File: src/rtl/mcu51_isa_pkg.sv
`default_nettype none
// ============================================================================
// Module   : mcu51_isa_pkg
// Brief    : 8051 ISA definitions shared by the fetch path and control unit:
//            assembler FSM states, opcode constants, instruction length.
// Revision : 1.0 - initial release
// ============================================================================
package mcu51_isa_pkg;

    typedef enum logic [1:0] {
        ST_OPC  = 2'd0,
        ST_OP1  = 2'd1,
        ST_OP2  = 2'd2,
        ST_HOLD = 2'd3
    } asm_state_t;

    localparam logic [7:0] MOV_DIR_DIR = 8'h85;
    localparam logic [7:0] MOV_DIR_IMM = 8'h75;
    localparam logic [7:0] LJMP        = 8'h02;
    localparam logic [7:0] LCALL       = 8'h12;
    localparam logic [7:0] MOV_DPTR    = 8'h90;
    localparam logic [7:0] SJMP        = 8'h80;

    // Total bytes (opcode included) occupied by an instruction.
    function automatic logic [1:0] instr_length(input logic [7:0] opcode);
        logic [1:0] len;
        len = 2'd1;
        // AJMP/ACALL family: every opcode with low nibble 1
        if (opcode[3:0] == 4'h1)
            len = 2'd2;
        // MOV dir,Rn / MOV Rn,dir / MOV Rn,#data
        if ((opcode[7:3] == 5'b10001) || (opcode[7:3] == 5'b10101) ||
            (opcode[7:3] == 5'b01111))
            len = 2'd2;
        case (opcode)
            8'h86, 8'h87, 8'hA6, 8'hA7, 8'hE5, 8'hF5,
            8'h74, SJMP, 8'h60, 8'h70:                        len = 2'd2;
            MOV_DIR_DIR, MOV_DIR_IMM, LJMP, LCALL, MOV_DPTR:  len = 2'd3;
            default: ;
        endcase
        return len;
    endfunction

endpackage
`default_nettype wire

File: src/rtl/isa_len_decode.sv
`default_nettype none
// ============================================================================
// Module   : isa_len_decode
// Brief    : Combinational opcode-to-instruction-length decoder.
// Revision : 1.0 - initial release
// ============================================================================
module isa_len_decode
    import mcu51_isa_pkg::*;
(
    input  logic [7:0] i_opcode,
    output logic [1:0] o_len
);

    assign o_len = instr_length(i_opcode);

endmodule
`default_nettype wire

File: src/rtl/instr_byte_assembler.sv
`default_nettype none
// ============================================================================
// Module   : instr_byte_assembler
// Brief    : Assembles code-memory bytes into complete 8051 instructions and
//            hands them to the control unit over a valid/take handshake.
// Revision : 1.0 - initial release
// ============================================================================
module instr_byte_assembler
    import mcu51_isa_pkg::*;
#(
    parameter logic [7:0] NOP_OPCODE = 8'h00,
    parameter int         REL_W      = 16
) (
    input  logic             clk,
    input  logic             reset,
    input  logic [7:0]       i_code_data,
    input  logic             i_code_valid,
    input  logic             i_flush,
    input  logic             i_instr_take,
    output logic             o_fetch_ready,
    output logic             o_instr_valid,
    output logic [7:0]       o_ir,
    output logic [7:0]       o_opnd1,
    output logic [7:0]       o_opnd2,
    output logic [REL_W-1:0] o_rel,
    output logic [1:0]       o_instr_len,
    output logic             o_overflow
);

    asm_state_t       r_state;
    logic [7:0]       r_ir;
    logic [7:0]       r_opnd1;
    logic [7:0]       r_opnd2;
    logic [REL_W-1:0] r_rel;
    logic [1:0]       r_len;
    logic             r_valid;
    logic [7:0]       r_pend;
    logic             r_pend_valid;
    logic             r_overflow;

    logic [1:0]       w_code_len;
    logic [1:0]       w_pend_len;
    logic [REL_W-1:0] w_code_rel;
    logic             w_fetch_ready;

    isa_len_decode u_len_code (
        .i_opcode (i_code_data),
        .o_len    (w_code_len)
    );

    isa_len_decode u_len_pend (
        .i_opcode (r_pend),
        .o_len    (w_pend_len)
    );

    assign w_code_rel    = {{(REL_W-8){i_code_data[7]}}, i_code_data};
    assign w_fetch_ready = !((r_state == ST_HOLD) && r_pend_valid);

    always_ff @(posedge clk) begin
        if (reset) begin
            r_state      <= ST_OPC;
            r_ir         <= NOP_OPCODE;
            r_opnd1      <= 8'h00;
            r_opnd2      <= 8'h00;
            r_rel        <= '0;
            r_len        <= 2'd0;
            r_valid      <= 1'b0;
            r_pend       <= 8'h00;
            r_pend_valid <= 1'b0;
            r_overflow   <= 1'b0;
        end else if (i_flush) begin
            r_state      <= ST_OPC;
            r_valid      <= 1'b0;
            r_pend_valid <= 1'b0;
            r_ir         <= NOP_OPCODE;
        end else begin
            case (r_state)
                ST_OPC: begin
                    if (i_code_valid) begin
                        r_ir    <= i_code_data;
                        r_len   <= w_code_len;
                        r_opnd1 <= 8'h00;
                        r_opnd2 <= 8'h00;
                        if (w_code_len >= 2'd2) begin
                            r_state <= ST_OP1;
                        end else begin
                            r_state <= ST_HOLD;
                            r_valid <= 1'b1;
                        end
                    end
                end
                ST_OP1: begin
                    if (i_code_valid) begin
                        r_opnd1 <= i_code_data;
                        r_rel   <= w_code_rel;
                        if (r_len == 2'd3) begin
                            r_state <= ST_OP2;
                        end else begin
                            r_state <= ST_HOLD;
                            r_valid <= 1'b1;
                        end
                    end
                end
                ST_OP2: begin
                    if (i_code_valid) begin
                        r_opnd2 <= i_code_data;
                        r_rel   <= w_code_rel;
                        r_state <= ST_HOLD;
                        r_valid <= 1'b1;
                    end
                end
                ST_HOLD: begin
                    if (i_instr_take && !r_pend_valid) begin
                        if (i_code_valid) begin
                            r_ir    <= i_code_data;
                            r_len   <= w_code_len;
                            r_opnd1 <= 8'h00;
                            r_opnd2 <= 8'h00;
                            if (w_code_len >= 2'd2) begin
                                r_state <= ST_OP1;
                                r_valid <= 1'b0;
                            end
                        end else begin
                            r_state <= ST_OPC;
                            r_valid <= 1'b0;
                        end
                    end else if (i_instr_take) begin
                        // Held byte becomes the opcode; a same-cycle byte follows it.
                        r_pend_valid <= 1'b0;
                        r_ir         <= r_pend;
                        r_len        <= w_pend_len;
                        r_opnd1      <= 8'h00;
                        r_opnd2      <= 8'h00;
                        if (w_pend_len >= 2'd2) begin
                            r_state <= ST_OP1;
                            r_valid <= 1'b0;
                            if (i_code_valid) begin
                                r_opnd1 <= i_code_data;
                                r_rel   <= w_code_rel;
                                if (w_pend_len == 2'd3) begin
                                    r_state <= ST_OP2;
                                end else begin
                                    r_state <= ST_HOLD;
                                    r_valid <= 1'b1;
                                end
                            end
                        end else if (i_code_valid) begin
                            r_pend       <= i_code_data;
                            r_pend_valid <= 1'b1;
                        end
                    end else if (i_code_valid) begin
                        if (r_pend_valid) begin
                            r_overflow <= 1'b1;
                        end else begin
                            r_pend       <= i_code_data;
                            r_pend_valid <= 1'b1;
                        end
                    end
                end
                default: r_state <= ST_OPC;
            endcase
        end
    end

    assign o_fetch_ready = w_fetch_ready;
    assign o_instr_valid = r_valid;
    assign o_ir          = r_ir;
    assign o_opnd1       = r_opnd1;
    assign o_opnd2       = r_opnd2;
    assign o_rel         = r_rel;
    assign o_instr_len   = r_len;
    assign o_overflow    = r_overflow;

endmodule
`default_nettype wire

File: config.mk
export PLATFORM = sky130hd
export DESIGN_NAME = instr_byte_assembler
export DESIGN_NICKNAME = d
export VERILOG_FILES = /design/src/rtl/mcu51_isa_pkg.sv /design/src/rtl/isa_len_decode.sv /design/src/rtl/instr_byte_assembler.sv
export SDC_FILE = /design/constraint.sdc
export NUM_CORES = 1
export LEC_CHECK = 0
export CORE_MARGIN = 10
export CORE_UTILIZATION = 55
export CTS_CLUSTER_DIAMETER = 60
export DETAILED_ROUTE_END_ITERATION = 8
export GPL_TIMING_DRIVEN = 0
export PLACE_DENSITY = 0.85
export SLEW_MARGIN = 20
export SYNTH_ARGS = -nofsm -noshare
export SYNTH_HDL_FRONTEND = slang
export SYNTH_SLANG_ARGS = --single-unit
File: constraint.sdc
create_clock -name clk -period 5.6 [get_ports clk]
set_clock_uncertainty 0.2 [all_clocks]
set_input_delay 0.84 -clock clk [delete_from_list [all_inputs] [get_ports clk]]
set_output_delay 0.84 -clock clk [all_outputs]
set_load 0.01 [all_outputs]
### Word level (Yosys, flattened, before mapping)

Index checks and enable logic that the tools add are counted.

* memory bits (writable): 0
* input bits: 13
* latch bits: 0
* memories: 0
* register bits: 55
* logic and storage cells: 165
* output and inout port bits: 45
* memory bits (read-only): 0

* add/subtract/negate cells: 0
* equality and inequality tests: 56
* $mul: 0
* shift-type cells: 0
* $lt $le $gt $ge: 2
* bitwise operators: 3
* muxes and demuxes: 63
* div/mod/pow operators: 0
* reductions and logical operators: 31

Operators by type and width (number)
* $eq A8 B8 Y1 const B: 18
* $mux W8: 16
* $eq A8 B7 Y1 const B: 8
* $mux W16: 4
* $pmux W8 S3: 2
* $mux W2: 17
* $pmux W16 S2: 1
* $eq A5 B5 Y1 const B: 4
* $reduce_or A10 Y1: 2
* $ne A2 B2 Y1 const B: 9
* $mux W1: 17
* $eq A8 B2 Y1 const B: 2
* $eq A8 B5 Y1 const B: 2
* $pmux W8 S2: 1
* $pmux W2 S2: 3
* $reduce_and A6 Y1: 2
* $eq A5 B4 Y1 const B: 2
* $reduce_or A5 Y1: 2
* $eq A2 B2 Y1 const B: 4
* $eq A4 B1 Y1 const B: 2
* $pmux W2 S4: 1
* $reduce_and A4 Y1: 2
* $reduce_and A8 Y1: 1
* $reduce_bool A2 Y1: 4
* other kinds (18): 29

### Longest topological paths before layout

* word-level depth: 12
* gate-level depth with buffers: 8
* mapped depth without buffers: 8

### Modules after synthesis

From an unflattened synthesis, not the netlist that was laid out.

* cells, all modules: 265
* area total of the unflattened synthesis: 2387.3 um^2

By module, submodules not included
* instr_byte_assembler: sequential area each 940.9 um^2, area an instance 2087.0 um^2, cells each 221, times used 1
* isa_len_decode: sequential area each 0.0 um^2, area an instance 150.1 um^2, cells each 22, times used 2

### Least setup slack after synthesis

OpenSTA, ideal clock, no wires.

* path kind: input port to flip-flop
* from: in i_code_data[1]
* to: reg r_state[0]
* setup time: 0.095 ns
* required time: 5.305 ns
* path buffers: 1
* stages on the path: 7
* arrival: 2.311 ns
* slack: 2.994 ns
* cells stage by stage: clkbuf_1 > or4_1 > a21oi_1 > a311o_1 > o31a_1 > nand2_1 > a221oi_1

* cells in the longest elaborated chain, start to end: 7
* elaborated cells between the ends (all ways): 24
* those cells by class: order compare: 1; eq/ne: 17; mux: 3; reduce/logical: 3

RTL lines
* start: declaration: line instr_byte_assembler.sv:16 `input logic [7:0] i_code_data,`
* parallel branches: the longest is 3 deep, another holds $reduce_or A10 Y1
* $pmux W2 S2 *: line mcu51_isa_pkg.sv:35 `case (opcode)`
* $ge A2 B2 Y1 *: line instr_byte_assembler.sv:119 `if (w_code_len >= 2'd2) begin`
* $ne A4 B3 Y1 (no source line) *
* $reduce_and A6 Y1 (no source line) *
* end signal: assignment: line instr_byte_assembler.sv:120 `r_state <= ST_OP1;`
* end signal: assignment: line instr_byte_assembler.sv:124 `r_state <= ST_OPC;`
* end signal: assignment: line instr_byte_assembler.sv:135 `r_state <= ST_OP1;`
* end: declaration: line instr_byte_assembler.sv:30 `asm_state_t r_state;`

Mark *: on every way between the ends.
A chain may end at the register's enable or synchronous reset.

### Worst setup path in the final report

* from: in i_instr_take
* to: reg r_opnd1[6] (netlist: o_opnd1[6])

* cells in the longest elaborated chain, start to end: 3
* elaborated cells between the ends (all ways): 5
* those cells by class: eq/ne: 1; mux: 2; reduce/logical: 2

RTL lines
* start: declaration: line instr_byte_assembler.sv:19 `input logic i_instr_take,`
* $logic_and A1 B1 Y1: line instr_byte_assembler.sv:113 `if (i_instr_take && !r_pend_valid) begin`
* $ne A3 B2 Y1 (no source line) / $mux W8 (equally long branches)
* $reduce_and A4 Y1 (no source line) / $pmux W8 S3 (equally long branches)
* end signal: assignment: line instr_byte_assembler.sv:94 `r_opnd1 <= i_code_data;`
* end signal: assignment: line instr_byte_assembler.sv:138 `r_opnd1 <= i_code_data;`
* end: declaration: line instr_byte_assembler.sv:32 `logic [7:0] r_opnd1;`

Parallel ways exist; a longest one is shown, timed or not.

==> out/results.txt <==
CP required = 5.63 ns
area delta synth->final = 25.9%
# clock sinks = 47
Initial Util = 57.2%
Unique masters post-synth = 59
Worst-Margin Slew = 1.09 ns
TritonCTS clock tree = built
Routability Congestion = 0.956
final WL = 8000 µm
multi-input combinational cell area = 0.00159 mm²
crit path cell chain = clkdlybuf4s50_1 > nor2_1 > a2111oi_1 > clkbuf_1 > o211ai_1 > a21oi_1
Final Slew Violations = 0
Ports = 58
final setup fails = 0
vias per cell = 6.07
Critical Path Max Stage Delay = 0.95 ns
die area = 0.00816 mm²
Die X = 90.3 µm
Max Freq = 299 MHz
H-tree depth = 2
TNS Setup = 0 ns
number of cells on the worst hold path = 2
Synth async-reset ratio = 0%
diodes inserted = 0
Final period util = 59.7%
initial DRC count = 256
first-pass GRT wire length = 13300 µm
unrepaired setup endpoints after global routing = false
register bit total from synthesis = 47
commonest non-fill, non-tap cell in the layout = clkdlybuf4s50_1
Worst-path clk slew = 0.09 ns
share of layout cells above drive strength 1 = 6.53%
Pwr Total = 0.000726 W
Post-synth EDFFs = 0
clk buf depth = 2
vias in the first global route = 2773
Antenna Nets Post-Route = 0
core area = 0.00475 mm²
Slew headroom = 27.2%
WL per Instance = 17.2 µm
Synth Warn # = 0
Power Dens Cells = 212 mW/mm²
Num CTS Buffers = 5
outcome = complete, no violations
total congestion overflow = 0
Arrival @ worst endpoint = 3.37 ns
via count = 2822
CP Capture Type = register
hold_ws = 0.271 ns
hpwl dp = 5790 µm
Worst path slowest cell = a2111oi_1
Worst Reg-to-Reg Cells = 7
min-delay worst type = reg -> reg
die height = 90.3 µm
WP depth = 6
post-CTS resize count = 0
sequential area share after synthesis = 34.6%
Filler cells = 398
worst vdd rail ir drop = 0.000149 V
gr usage total = 19.1%
register area = 941 µm²
clk_lat worst skew = 0.30 ns
count of hold-fix buffers inserted at cts = 0
fin crit period = 3.34 ns
CP startpoint kind = primary input
CP max FO = 10
Hold Vio Cnt, Final = 0
cell row count = 25
WP buf/inv = 2
critical path type = in -> reg
Mapped Nets = 356
Post-synth top flop = dfxtp_1
instance count of the mapped netlist = 338
drt drc = 0
fin nets = 415
synthesized area per cell = 8.05 µm²
leakage = 1.24 nW
largest net degree at the start of global routing = 16
post-CTS setup buffers = 0
commonest cells after routing, fill and taps aside = 52 x clkdlybuf4s50_1, 47 x dfxtp_1, 30 x nor2_1
initial antenna violation count = 0
kind of cell adding the most delay to the critical path = compound AO/OA/AOI/OAI gates
Root Buffer Master = clkbuf_8
# Max-Cap Violations = 0
port bufs = 52
Pre-antenna DRT Iters = 5
Mapped Area = 0.00272 mm²
area by class of cell:
cell class	count	share of cell area (%)
tap	67	2.45
sequential	47	27.5
clock buffer	6	2.41
multi-input combinational	252	46.5
inverter	6	0.658
timing repair buffer	52	15.2
buffer	33	4.82
clock inverter	2	0.475
logic make-up (layout without fill, tap and decap cells):
logic type      count (synthesis)  count (layout)  synth area share, %
simple gates                  125             125                 24.5
compound gates                105             105                 25.5
flops                          47              47                 34.6
buf+inv                        39              99                 6.90
mux                            17              17                 6.26
fa+ha+maj                       5               5                 2.30
worst register-to-register path: cells and delay by family, from the launching register on:
kind	cells	cell delay [ns]
AO/OA/AOI/OAI	3	1.29
buffers and inverters	2	0.58
flip-flops	1	0.35
adder cells (fa/ha/maj)	1	0.30
AND/OR/NAND/NOR	1	0.13
final timing paths:
kind | slack [ns] | start | end
worst min-delay path | 0.27 | o_instr_valid$_SDFFE_PP0P_ | o_instr_valid$_SDFFE_PP0P_
worst min register to register | 0.27 | o_instr_valid$_SDFFE_PP0P_ | o_instr_valid$_SDFFE_PP0P_
worst max register to register | 2.69 | r_state[0]$_SDFFE_PP0P_ | o_opnd1[6]$_SDFFE_PP0P_
worst max-delay path | 2.26 | i_instr_take | o_opnd1[6]$_SDFFE_PP0P_
metrics by stage:
step / instance area (µm²) / util, % / setup WS [ns] / cells
2_1_floorplan: 2720 / - / 2.99 / 338
3_5_place_dp: 3320 / 69.9 / 2.03 / 457
5_1_grt: 3420 / 72.0 / 2.14 / 465
3_3_place_gp: 3320 / 69.9 / 2.02 / 457
6_report: 3420 / 72.0 / 2.26 / 465
4_1_cts: 3420 / 72.0 / 2.34 / 465
where the power goes:
part           internal [W]  leakage [nW]  switching, W
registers          0.000348         0.382     0.0000109
clock network      0.000101        0.0474      0.000121
logic             0.0000643         0.806     0.0000811
total              0.000513          1.24      0.000213
Yosys cell counts (all sizes together), types with 8 or more instances:
library cell | number | area (µm²)
dfxtp | 47 | 941
or3 | 8 | 50.1
mux2i | 17 | 170
buf | 13 | 90.1
clkbuf | 20 | 75.1
nand2 | 20 | 75.1
and3 | 8 | 50.1
a21oi | 26 | 130
o21ai | 29 | 145
a22oi | 14 | 105
nand2b | 26 | 163
nor2 | 31 | 119
layer usage:
layer	GRT usage, %	routed length [µm]	part of all wire [%]	vias up
li1	-	-	-	1339
met1	23.3	3340	42	1331
met2	31.1	3750	47	140
met3	6.15	807	10	12
met4	5.97	105	1.3	0
met5	0	0	0	-
flip-flops by register name (all words and copies together) (netlist names):
signal / flops
r_state: 2
o_overflow: 1
o_instr_valid: 1
o_ir: 8
r_pend: 8
o_rel: 8
r_pend_valid: 1
o_instr_len: 2
o_opnd1: 8
o_opnd2: 8
(Power assumes the default switching activity.)
